===== config.mk =====
export PLATFORM = sky130hd
export DESIGN_NAME = signed_mac_accum
export DESIGN_NICKNAME = d
export VERILOG_FILES = /design/src/rtl/signed_mac_accum_pkg.sv /design/src/rtl/signed_acc_add.sv /design/src/rtl/signed_mac_accum.sv
export SDC_FILE = /design/constraint.sdc
export NUM_CORES = 1
export LEC_CHECK = 0
export BUFFER_PORTS_ARGS = -buffer_cell sky130_fd_sc_hd__buf_2
export CAP_MARGIN = 10
export CORE_MARGIN = 3
export CORE_UTILIZATION = 60
export DETAILED_ROUTE_END_ITERATION = 8
export HOLD_SLACK_MARGIN = 0.03
export PLACE_DENSITY = 0.86
export SKIP_CTS_REPAIR_TIMING = 1
export SLEW_MARGIN = 20
export SYNTH_ARGS = -nofsm -noshare
export SYNTH_HDL_FRONTEND = slang
export SYNTH_SLANG_ARGS = --single-unit

===== constraint.sdc =====
create_clock -name clk -period 5.5 [get_ports clk]
set_clock_uncertainty 0.05 [all_clocks]
set_input_delay 0.275 -clock clk [delete_from_list [all_inputs] [get_ports clk]]
set_output_delay 0.275 -clock clk [all_outputs]
set_load 0.05 [all_outputs]

===== src/rtl/signed_mac_accum_pkg.sv =====
// Shared types and constants for the signed multiply-accumulate block.
package signed_mac_accum_pkg;

  // Guard bits added above the product width for the default accumulator.
  localparam int unsigned AccGuardBits = 8;

  typedef enum logic [1:0] {
    StIdle  = 2'd0,
    StAccum = 2'd1,
    StDone  = 2'd2
  } state_e;

endpackage


===== src/rtl/signed_acc_add.sv =====
// Combinational sign-extend, wrapping add, and signed-overflow detect.
module signed_acc_add #(
  parameter int unsigned P = 16,
  parameter int unsigned W = 24
) (
  input  logic [W-1:0] a,
  input  logic [P-1:0] b,
  output logic [W-1:0] sum,
  output logic         ovf
);

  logic [W-1:0] b_ext;

  assign b_ext = W'($signed(b));
  assign sum   = a + b_ext;
  // Overflow only when both operands share a sign the result does not.
  assign ovf   = (a[W-1] == b_ext[W-1]) && (sum[W-1] != a[W-1]);

endmodule


===== src/rtl/signed_mac_accum.sv =====
// Accumulates LEN signed products into one result over valid/ready streams.
module signed_mac_accum
  import signed_mac_accum_pkg::*;
#(
  parameter int unsigned N     = 8,
  parameter int unsigned M     = 8,
  parameter int unsigned ACC_W = N + M + AccGuardBits,
  parameter int unsigned LEN   = 16,
  parameter int unsigned CNT_W = $clog2(LEN + 1)
) (
  input  logic             clk,
  input  logic             rst_n,
  input  logic             start,
  input  logic [N+M-1:0]   prod,
  input  logic             in_valid,
  output logic             in_ready,
  output logic [ACC_W-1:0] acc_out,
  output logic             ovf,
  output logic             out_valid,
  input  logic             out_ready,
  output logic             busy
);

  localparam logic [CNT_W-1:0] LastCnt = CNT_W'(LEN - 1);

  state_e             state_q;
  logic [ACC_W-1:0]   acc_q;
  logic [ACC_W-1:0]   acc_d;
  logic [CNT_W-1:0]   cnt_q;
  logic               ovf_q;
  logic               add_ovf;
  logic               beat;

  signed_acc_add #(
    .P (N + M),
    .W (ACC_W)
  ) u_add (
    .a   (acc_q),
    .b   (prod),
    .sum (acc_d),
    .ovf (add_ovf)
  );

  assign in_ready  = (state_q == StAccum);
  assign busy      = (state_q == StAccum);
  assign out_valid = (state_q == StDone);
  assign acc_out   = acc_q;
  assign ovf       = ovf_q;
  assign beat      = in_valid && in_ready;

  always_ff @(posedge clk or negedge rst_n) begin
    if (!rst_n) begin
      state_q <= StIdle;
      acc_q   <= '0;
      cnt_q   <= '0;
      ovf_q   <= 1'b0;
    end else begin
      unique case (state_q)
        StIdle: begin
          if (start) begin
            acc_q   <= '0;
            cnt_q   <= '0;
            ovf_q   <= 1'b0;
            state_q <= StAccum;
          end
        end
        StAccum: begin
          if (beat) begin
            acc_q <= acc_d;
            cnt_q <= cnt_q + CNT_W'(1);
            ovf_q <= ovf_q | add_ovf;
            if (cnt_q == LastCnt) state_q <= StDone;
          end
        end
        StDone: begin
          // Result is held until the consumer takes it; start alone is ignored.
          if (out_ready) begin
            if (start) begin
              acc_q   <= '0;
              cnt_q   <= '0;
              ovf_q   <= 1'b0;
              state_q <= StAccum;
            end else begin
              state_q <= StIdle;
            end
          end
        end
        default: state_q <= StIdle;
      endcase
    end
  end

endmodule


=== Word-level counts from Yosys, hierarchy flattened ===
Cells that the tools add are included.

* $add $sub $neg: 2
* Eq/ne operators: 9
* Muxes and demuxes: 18
* Bitwise operators: 1
* Reductions and logical operators: 6

{| class="wikitable"
|+ Operator list
! cell !! count
|-
| 24-bit two-way mux || 3
|-
| 24-bit one-hot mux with 3 select lines || 1
|-
| 24-bit adder || 1
|-
| 5-bit two-way mux || 3
|-
| 5-bit one-hot mux with 3 select lines || 1
|-
| 2-bit two-way mux || 4
|-
| 2-bit by 1-bit inequality test with 1-bit output, second input constant || 3
|-
| 2-bit one-hot mux with 3 select lines || 1
|-
| 5-bit by 1-bit adder with 5-bit output, second input constant || 1
|-
| 5-bit by 4-bit equality test with 1-bit output, second input constant || 1
|-
| 1-bit two-way mux || 4
|-
| 4-bit AND reduction || 1
|-
| 1-bit one-hot mux with 3 select lines || 1
|-
| 3-bit AND reduction || 1
|-
| 3-bit nonzero test || 1
|-
| 2-bit by 1-bit equality test with 1-bit output, second input constant || 1
|-
| 2-bit equality test, second input constant || 1
|-
| 1-bit logical AND || 2
|-
| 2-bit logical NOT || 1
|-
| 2-bit inequality test, second input constant || 1
|-
| 1-bit equality test || 1
|-
| 1-bit inequality test || 1
|-
| 1-bit OR || 1
|}

* Register bits: 32

=== Depth between registers and ports, before layout ===
* Depth in word-level cells: 6
* Gate-level depth with buffers: 9

=== Cells and area by module ===
Synthesis repeated with hierarchy kept, for this count alone.

* Cells, all modules: 265
* Area total of the unflattened synthesis: 2504.9 um^2

{| class="wikitable"
|+ By module, submodules not included
! module !! times used !! cells an instance !! area each (um^2)
|-
| signed_acc_add || 1 || 170 || 1253.7
|-
| signed_mac_accum || 1 || 95 || 1251.2
|}

=== Worst setup path before layout ===
Ideal clock, no wire load.

* Path kind: flip-flop to flip-flop
* Start: reg acc_q[0] (netlist: acc_out[0])
* End: reg acc_q[20] (netlist: acc_out[20])
* Data arrival time: 2508 ps
* Required time: 5317 ps
* Setup slack: 2809 ps
* Stages on the path, launching flop included: 10
* Path buffers: 0
* Clock period less this slack: 2691 ps
* Path through: dfrtp_1 -> ha_1 -> fa_1 -> a21oi_1 -> o211ai_1 -> a2111oi_0 -> nor3_1 -> a41oi_1 -> xnor2_1 -> o21ai_0

* Cells in the longest elaborated chain, start to end: 3

{| class="wikitable"
|+ Ends and longest elaborated chain
! what !! RTL line !! text
|-
| from (decl) || signed_mac_accum.sv:27 || <nowiki>logic [ACC_W-1:0] acc_q;</nowiki>
|-
| from (signal assigned) || signed_mac_accum.sv:54 || <nowiki>acc_q <= '0;</nowiki>
|-
| from (signal assigned) || signed_mac_accum.sv:61 || <nowiki>acc_q <= '0;</nowiki>
|-
| from (signal assigned) || signed_mac_accum.sv:69 || <nowiki>acc_q <= acc_d;</nowiki>
|-
| 24-bit adder || signed_acc_add.sv:15 || <nowiki>assign sum = a + b_ext;</nowiki>
|-
| 24-bit two-way mux || signed_mac_accum.sv:68 || <nowiki>if (beat) begin</nowiki>
|-
| 24-bit one-hot mux with 3 select lines || signed_mac_accum.sv:58 || <nowiki>unique case (state_q)</nowiki>
|}

Every way passes these cells. The select of a mux whose other input is x is not followed.
A chain may end at the register's enable or synchronous reset.

=== Worst setup path after layout ===
Ends and elaborated chain as after synthesis.

==> metrics.cfg <==
[cts]
cts.sink_count=32
cts_tree=built
cts-buffers-inserted=5
htree_levels=2
cts.clk_slew.worst_paths_ps=70
clkLatencyLatePin_ps=290
cts_root_buffer=clkbuf_8
cts_buffer_depth=2

[cells_and_area]
final_cells=378
drive_gt1_frac=0.188
num_antenna_cells=0
area_growth_pct=14.5
finalNetCount=376

[sta]
worst_pin_slew_ps=985
fin_setup_tns_ps=0
max_freq_ghz=0.375
slew_headroom=0.341
min_period_ps=2670
drv_slew=0
hold_viol=32
hold_ws_ps=-12.5
setup_viol=0
finalCritPeriodShare=0.485
grt_setup_unrepaired=false

[global_route]
grt_max_degree=33
grt_pass1_vias=2265
grtUsageTotal=0.250
grt_overflow_total=0
grt_pass1_wl_um=9960
antenna_found_initial=0

[floorplan]
io_pins=49
start_util=0.642
fp.dieW_um=69.8
die_h_um=69.8
row_count=22
die_area_sq_um=4870
core-area_sq_um=3800

[worst_setup_path]
endpoint_kind=register
slowest_stage=fa_1
critical_path_class=reg2reg
setup.worst_path.start_class=register
crit_fanout=3
cp_cell_sequence=ha_1, fa_1, a21oi_1, o211ai_1, a2111oi_0, nor3_1, a41oi_1, xnor2_1, o21ai_0
slowest_delay_ps=420
arrival_ps=2760
worstPathRequired_ps=5590

[route]
drt_iter0_markers=152
num_vias=2286
drt_wl_total_um=5690
viasPerCell=6.05
ant_nets=0
dr.pass1.iters=4
wl_per_cell_um=15.1
remaining_drc_errors=0

[synth]
synth.avg_cell_area_sq_um=8.59
synth_cell_type_count=48
synth_cells=284
synth_seq_area_share=0.328
syn_area_sq_um=2440
ys_warn_count=0
yosys_register_bits=32
synth_flop_cell=dfrtp_1
synth_nets=331
async_reset_ff_frac=1.00
synth_edf_count=0

[place]
place_congestion=0.935
numPortBuffers=48
dp_cells=370
hpwl_um=4180

[run_status]
violations=hold timing
status=finished with violations

[hold_path]
hold_class=in2async

[flow_run]
max_cap_viol_count=0

logic make-up (layout without fill, tap and decap cells):
group | count (synthesis) | count (layout) | share of synthesized area
flip-flops | 32 | 32 | 0.328
buffers and inverters | 21 | 67 | 0.0421
XOR/XNOR | 22 | 22 | 0.0790
multiplexers | 1 | 1 | 0.00410
AO/OA/AOI/OAI | 97 | 97 | 0.247
adder cells (fa/ha/maj) | 26 | 26 | 0.136
AND/OR/NAND/NOR | 85 | 85 | 0.163
state kept, by name, indices dropped and copies added, names as in the netlist:
name	count
ovf	1
acc_out	24
cnt_q	5
state_q	2
placed cells by master, fill, tap and decap left out, types with 4 or more instances in the layout:
cell / instances
xnor2_1: 9
o211ai_1: 4
nand2_1: 38
buf_2: 48
o21ai_0: 36
a21o_1: 4
ha_1: 25
a21oi_1: 24
nor3_1: 8
nand3_1: 8
nor2_1: 14
dfrtp_1: 32
clkbuf_8: 5
xor2_1: 13
o21bai_1: 5
inv_1: 10
synth_stat cells (2+ instances only):
library cell | instances | area share
nand2_1 | 38 | 0.058
o21ai_0 | 36 | 0.074
dfrtp_1 | 32 | 0.33
ha_1 | 25 | 0.13
a21oi_1 | 24 | 0.049
nor2_1 | 14 | 0.022
xor2_1 | 13 | 0.047
inv_1 | 10 | 0.015
xnor2_1 | 9 | 0.032
nand3_1 | 8 | 0.016
nor3_1 | 8 | 0.016
clkbuf_1 | 6 | 0.0092
o21bai_1 | 5 | 0.015
a21o_1 | 4 | 0.012
o211ai_1 | 4 | 0.012
a22o_1 | 3 | 0.011
a31oi_1 | 3 | 0.0077
and3_1 | 3 | 0.0077
nand4_1 | 3 | 0.0077
a211oi_1 | 2 | 0.0062
a32o_1 | 2 | 0.0082
and2_1 | 2 | 0.0051
buf_4 | 2 | 0.0062
buf_6 | 2 | 0.0092
nor2b_1 | 2 | 0.0051
o21a_1 | 2 | 0.0062
metal layers:
layer,up-vias,global-route usage,routed length [um]
li1,1118,-,-
met1,1072,0.313,2550
met2,84,0.418,2670
met3,12,0.0536,367
met4,0,0.102,100
met5,-,0,0
area by class of cell:
| class | count | area [sq um] |
|---|---|---|
| sequential | 32 | 801 |
| clock buffer | 5 | 68.8 |
| multi-input combinational | 231 | 1540 |
| fill | 314 | 1010 |
| inverter | 10 | 37.5 |
| timing repair buffer | 49 | 248 |
| clock inverter | 3 | 42.5 |
| tap | 48 | 60.1 |
worst max-delay path: cells and delay by family, from the launching register on:
kind,cells,cell delay [ps]
AOI/OAI and AO/OA,5,1110
xor gates and xnor gates,1,140
adders and majority gates,2,640
DFF,1,400
and+or+nand+nor,1,180
path summary, 6_finish.rpt:
kind	start	endpoint	slack, ps	cells past startpoint
min reg2reg	state_q[1]	state_q[0]	450	1
min	rst_n	acc_out[17]	-10	1
max in group asynchronous	rst_n	acc_out[3]	4960	1
max	acc_out[0]	acc_out[20]	2830	9
max reg2reg	acc_out[0]	acc_out[20]	2830	9
min in group clk	out_ready	state_q[0]	160	3
through the flow:
stage / hold WS [ps] / setup slack, ps / area [sq um] / utilization
2_1_floorplan: -70.6 / 2810 / 2440 / -
3_3_place_gp: 319 / 2910 / 2680 / 0.706
3_5_place_dp: 322 / 2850 / 2680 / 0.706
4_1_cts: 3.22 / 2850 / 2790 / 0.735
5_1_grt: 35.7 / 2510 / 2790 / 0.735
6_report: -12.5 / 2830 / 2790 / 0.735
Power is not shown: default switching activity piles up to over one toggle a cycle in this logic, so the estimate is an artifact.
